==> config.mk <==
export PLATFORM = sky130hd
export DESIGN_NAME = gc_gate_scheduler
export DESIGN_NICKNAME = d
export VERILOG_FILES = /design/src/rtl/gc_gate_scheduler.sv
export SDC_FILE = /design/constraint.sdc
export NUM_CORES = 1
export LEC_CHECK = 0
export ABC_AREA = 1
export CORE_AREA = 5 5 563 565
export DETAILED_ROUTE_END_ITERATION = 7
export DIE_AREA = 0 0 568 570
export GPL_ROUTABILITY_DRIVEN = 0
export HOLD_SLACK_MARGIN = 0.1
export MAX_ROUTING_LAYER = met4
export PLACE_DENSITY = 0.31
export SLEW_MARGIN = 20
export SYNTH_ARGS = -nofsm -noshare
export SYNTH_HDL_FRONTEND = slang
export SYNTH_SLANG_ARGS = --single-unit
==> constraint.sdc <==
create_clock -name clk -period 3.7 [get_ports clk]
set_input_delay 0.925 -clock clk [delete_from_list [all_inputs] [get_ports clk]]
set_output_delay 0.925 -clock clk [all_outputs]
set_load 0.01 [all_outputs]
==> src/rtl/gc_gate_scheduler.sv <==
// gc_gate_scheduler: streams gate descriptors through the garbling engine, writes labels back, emits tables
module gc_gate_scheduler #(
  parameter int S = 20,
  parameter int K = 128,
  parameter int W = 10,
  parameter int ENG_LAT = 1
) (
  input  logic         clk,
  input  logic         rst_n,
  input  logic         start,
  input  logic [S-1:0] cid_in,
  input  logic [S-1:0] n_gates,
  input  logic         gate_valid,
  output logic         gate_ready,
  input  logic         gate_xor,
  input  logic [W-1:0] gate_a,
  input  logic [W-1:0] gate_b,
  input  logic [W-1:0] gate_o,
  output logic [W-1:0] ram_raddr0,
  output logic [W-1:0] ram_raddr1,
  input  logic [K-1:0] ram_rdata0,
  input  logic [K-1:0] ram_rdata1,
  output logic         ram_we,
  output logic [W-1:0] ram_waddr,
  output logic [K-1:0] ram_wdata,
  output logic [S-1:0] eng_cid,
  output logic [S-1:0] eng_gid,
  output logic [K-1:0] eng_in0,
  output logic [K-1:0] eng_in1,
  input  logic [K-1:0] eng_out_label,
  input  logic [K-1:0] eng_t0,
  input  logic [K-1:0] eng_t1,
  output logic         tab_valid,
  input  logic         tab_ready,
  output logic [K-1:0] tab_t0,
  output logic [K-1:0] tab_t1,
  output logic [S-1:0] tab_gid,
  output logic         busy,
  output logic         done
);
  localparam int LW = ENG_LAT > 1 ? $clog2(ENG_LAT) : 1;
  typedef enum logic [2:0] {IDLE, ACCEPT, LOAD, EVAL, EMIT, WB, FIN} state_t;
  state_t state;
  logic [S-1:0] cid, n, gid, cnt;
  logic [W-1:0] o;
  logic x;
  logic [K-1:0] wr;
  logic [LW-1:0] lat;
  logic [S-1:0] cnt_nx;
  assign cnt_nx = cnt + S'(1);
  assign gate_ready = state == ACCEPT;
  assign tab_valid = state == EMIT;
  assign ram_we = (state == EMIT && tab_ready) || state == WB;
  assign ram_waddr = o;
  assign ram_wdata = wr;
  assign eng_cid = cid;
  assign eng_gid = gid;
  assign busy = state != IDLE && state != FIN;
  assign done = state == FIN;
  // wr holds whichever label the next write-back commits: engine output or local XOR
  always_ff @(posedge clk or negedge rst_n) begin
    if (!rst_n) begin
      state <= IDLE;
      cid <= '0;
      n <= '0;
      gid <= '0;
      cnt <= '0;
      o <= '0;
      x <= 1'b0;
      wr <= '0;
      lat <= '0;
      ram_raddr0 <= '0;
      ram_raddr1 <= '0;
      eng_in0 <= '0;
      eng_in1 <= '0;
      tab_t0 <= '0;
      tab_t1 <= '0;
      tab_gid <= '0;
    end else begin
      case (state)
        IDLE: if (start) begin
          cid <= cid_in;
          n <= n_gates;
          gid <= '0;
          cnt <= '0;
          state <= n_gates == '0 ? FIN : ACCEPT;
        end
        ACCEPT: if (gate_valid) begin
          ram_raddr0 <= gate_a;
          ram_raddr1 <= gate_b;
          o <= gate_o;
          x <= gate_xor;
          state <= LOAD;
        end
        LOAD: begin
          lat <= '0;
          if (x) begin
            wr <= ram_rdata0 ^ ram_rdata1;
            state <= WB;
          end else begin
            eng_in0 <= ram_rdata0;
            eng_in1 <= ram_rdata1;
            state <= EVAL;
          end
        end
        EVAL: if (lat == LW'(ENG_LAT - 1)) begin
          wr <= eng_out_label;
          tab_t0 <= eng_t0;
          tab_t1 <= eng_t1;
          tab_gid <= gid;
          state <= EMIT;
        end else lat <= lat + LW'(1);
        EMIT: if (tab_ready) begin
          gid <= gid + S'(1);
          cnt <= cnt_nx;
          state <= cnt_nx == n ? FIN : ACCEPT;
        end
        WB: begin
          cnt <= cnt_nx;
          state <= cnt_nx == n ? FIN : ACCEPT;
        end
        FIN: state <= IDLE;
        default: state <= IDLE;
      endcase
    end
  end
endmodule

==> run_results.csv <==
group,metric,value,unit
pwr,p_leak,23.4,nW
synth,yosys-mux-area-fraction,10.1,%
synth,synth-compound-area-share,6.24,%
layout,finalNonFillerCells,8996,
synth,synth_top_area_cell,"dfrtp_1",
synth,yosysMostFrequentCell,"nand2_1",
global_route,grt_pass1_wl,321000,µm
synth,synth_edf_count,0,
clocking,clockBufferDepth,4,
critical_path,r2r_cells,7,
sta,setup_viol,0,
sta,rsz0062_at_grt,"false",
worst_hold_path,hp-class,"reg -> reg",
sta,min_period,3580,ps
synth,synth.area.top_cells,"dfrtp_1, nand2_1, mux2_2, xnor2_1, o211ai_1",
floorplanning,die-area,324000,µm²
drt,post_drt_wl_per_cell,27.6,µm
layout,final_cell_area,56400,µm²
synth,synth_seq_area_share,59.5,%
critical_path,timing.rr.start,"state[1]",
placement,dp_hpwl,204000,µm
sta,fin_worst_skew,48.3,ps
critical_path,path_max_fanout,3,
drt,ant_nets,0,
floorplanning,ios,1451,
synth,synth_seq_cells,774,
global_route,gr-total-overflow,0,
pwr,ir_drop,0.652,mV
critical_path,cp-end-kind,"primary output",
status,status,"finished, final reports clean",
floorplanning,start_util,10.5,%
sta,worst_pin_slew,985,ps
sta,slew_headroom,34.3,%
run,maxCapViolCount,0,
synth,syn-num-nets,3940,
synth,synth_xor_area_share,3.65,%
layout,drive_above_1_share,12.0,%
sta,holdWs,475,ps
synth,synth_common_cells,"nand2_1, dfrtp_1, mux2_2",
synth,synth_top_area_share,59.5,%
layout,synthToLayoutAreaGrowth,73.2,%
global_route,grt_max_degree,112,
layout,fin_util,18.1,%
clocking,cts_buffers,113,
floorplanning,fp.dieH,570,µm
drt,drc_errors,0,
drt,first_iter_violations,1861,
critical_path,regToRegSetupSlack,820,ps
synth,synth_top_flop_cell,"dfrtp_1",
placement,port-buffer-count,1450,
critical_path,r2r_end,"eng_in0[62]",
drt,vias_per_cell,3.35,
sta,period_share,96.8,%
clocking,ctsRootBufferMaster,"clkbuf_16",
synth,synth_area,32600,µm²
worst_hold_path,holdCritStartpoint,"eng_in1[52]",
critical_path,start_kind,"input pin",
placement,dp_cells,8711,
synth,yosys.area_share.simple,17.3,%
critical_path,cp.arrival,2660,ps
sta,tns,0,ps
worst_hold_path,min_path_cells,2,
placement,postPlaceCellArea,52500,µm²
drt,num_vias,30100,
global_route,antenna_found_initial,132,
synth,syn-mean-instance-area,10.1,µm²
synth,synthArstFlopShare,100,%
global_route,grt_pass1_vias,31100,
drt,wl,248000,µm
layout,final_nets,5406,
synth,synth_top_family_by_area,"simple AND/OR/NAND/NOR gates",
sta,finalMaxSlewViolations,0,
floorplanning,core_area,311000,µm²
clocking,clkLatencyLatePin,830,ps
clocking,clock-sinks,774,
clocking,cts_max_level,3,
floorplanning,die_w,568,µm
pwr,powerDensity,885,nW/µm²
critical_path,worstPathRequired,2770,ps
drt,drt_pass1_iterations,5,
worst_hold_path,holdPathEnd,"eng_in1[52]",
synth,synthCells,3222,
global_route,gr-usage-all-layers,15.1,%
clocking,cts_tree,"built",
floorplanning,rows,205,
critical_path,critical_path_class,"in -> out",
synth,synthAdderAreaFrac,0.0769,%
sta,fmax,279,MHz
synth,ys_types,38,
sta,timing_hold_violations_final,0,
clocking,clk_pin_slew,50,ps
synth,yosysWarnings,0,
-- worst max-delay path: stages --
cell	delay [ps]
clkdlybuf4s50_1	630
inv_1	70
nand2_1	140
o21ai_2	90
nor2_1	110
buf_4	140
clkdlybuf4s50_1	540
-- cell usage in the layout (no fill, tap or decap), types with 7 or more instances in the layout --
master | synthesis | routed
a21oi_1 | 10 | 10
buf_12 | 0 | 29
buf_4 | 0 | 48
clkbuf_1 | 89 | 32
clkbuf_16 | 0 | 114
clkbuf_8 | 0 | 27
clkdlybuf4s50_1 | 0 | 1446
clkinv_2 | 0 | 10
dfrtp_1 | 774 | 773
diode_2 | 0 | 85
inv_1 | 73 | 72
mux2_2 | 291 | 291
nand2_1 | 1272 | 1269
nand3_1 | 44 | 44
nand3b_1 | 7 | 7
nand4_1 | 9 | 9
nor2_1 | 60 | 58
nor2_4 | 5 | 7
nor3_1 | 14 | 13
o211ai_1 | 128 | 128
o21ai_0 | 172 | 172
o22ai_1 | 15 | 15
xnor2_1 | 129 | 129
-- area by class of cell --
cell class	instances	area, µm²
timing repair buffer	1525	15400
clock inverter	25	325
inverter	80	313
sequential	774	19400
antenna	85	213
tap	4140	5180
fill	34700	255000
multi-input combinational	2194	12200
clock buffer	173	3340
-- metal layers --
layer / wire, µm / vias up / global-route usage [%]
li1: - / 13600 / -
met1: 103000 / 15000 / 17.5
met2: 115000 / 1242 / 23.9
met3: 26700 / 221 / 7.32
met4: 4390 / 0 / 2.71
met5: 0 / - / -
-- timing repair --
action	in CTS	in global routing
endpoints found under the setup margin	4	1
resized for setup	2	1
hold buffers	1	0
buffers inserted	0	1
pin swaps	0	1
hold endpoints to repair	25	0
-- report_power, final --
part	leakage, nW	internal (W)	switching [W]	total [W]
clock network	1.80	0.00659	0.00450	0.0111
logic	12.2	0.0107	0.0129	0.0236
registers	9.41	0.0125	0.00264	0.0152
-- stage by stage --
| stage | total power (W) | setup slack, ps |
|---|---|---|
| floorplan | 0.0231 | 1310 |
| global placement | 0.0397 | 127 |
| detailed placement | 0.0397 | 113 |
| CTS | 0.0514 | 48.9 |
| global route | 0.0529 | 48.4 |
| finish | 0.0499 | 119 |
-- logic make-up after synthesis --
family | Yosys count
buffers and inverters | 254
DFF | 774
adders and majority gates | 2
muxes | 291
xor gates and xnor gates | 134
AOI/OAI and AO/OA | 334
and+or+nand+nor | 1433
-- worst max-delay path by stage --
| stage | from | to | slack [ps] | depth (start not counted) |
|---|---|---|---|---|
| 6_report | tab_ready | ram_we | 120 | 7 |
| 5_1_grt | state[0] | gate_ready | 50 | 5 |
| 4_1_cts | state[1] | ram_we | 50 | 8 |
| 3_5_place_dp | tab_ready | ram_we | 110 | 7 |
| 3_3_place_gp | tab_ready | ram_we | 130 | 7 |
| 2_1_floorplan | tab_ready | ram_we | 1310 | 4 |
-- sequential cells by signal, indices dropped and copies added, names as in the netlist --
| signal | count |
|---|---|
| eng_in0 | 128 |
| eng_in1 | 128 |
| ram_wdata | 128 |
| tab_t0 | 128 |
| tab_t1 | 128 |
| cnt | 20 |
| eng_cid | 20 |
| eng_gid | 20 |
| n | 20 |
| tab_gid | 20 |
| ram_raddr0 | 10 |
| ram_raddr1 | 10 |
| ram_waddr | 10 |
| state | 3 |
| x | 1 |
(Power assumes the default switching activity.)
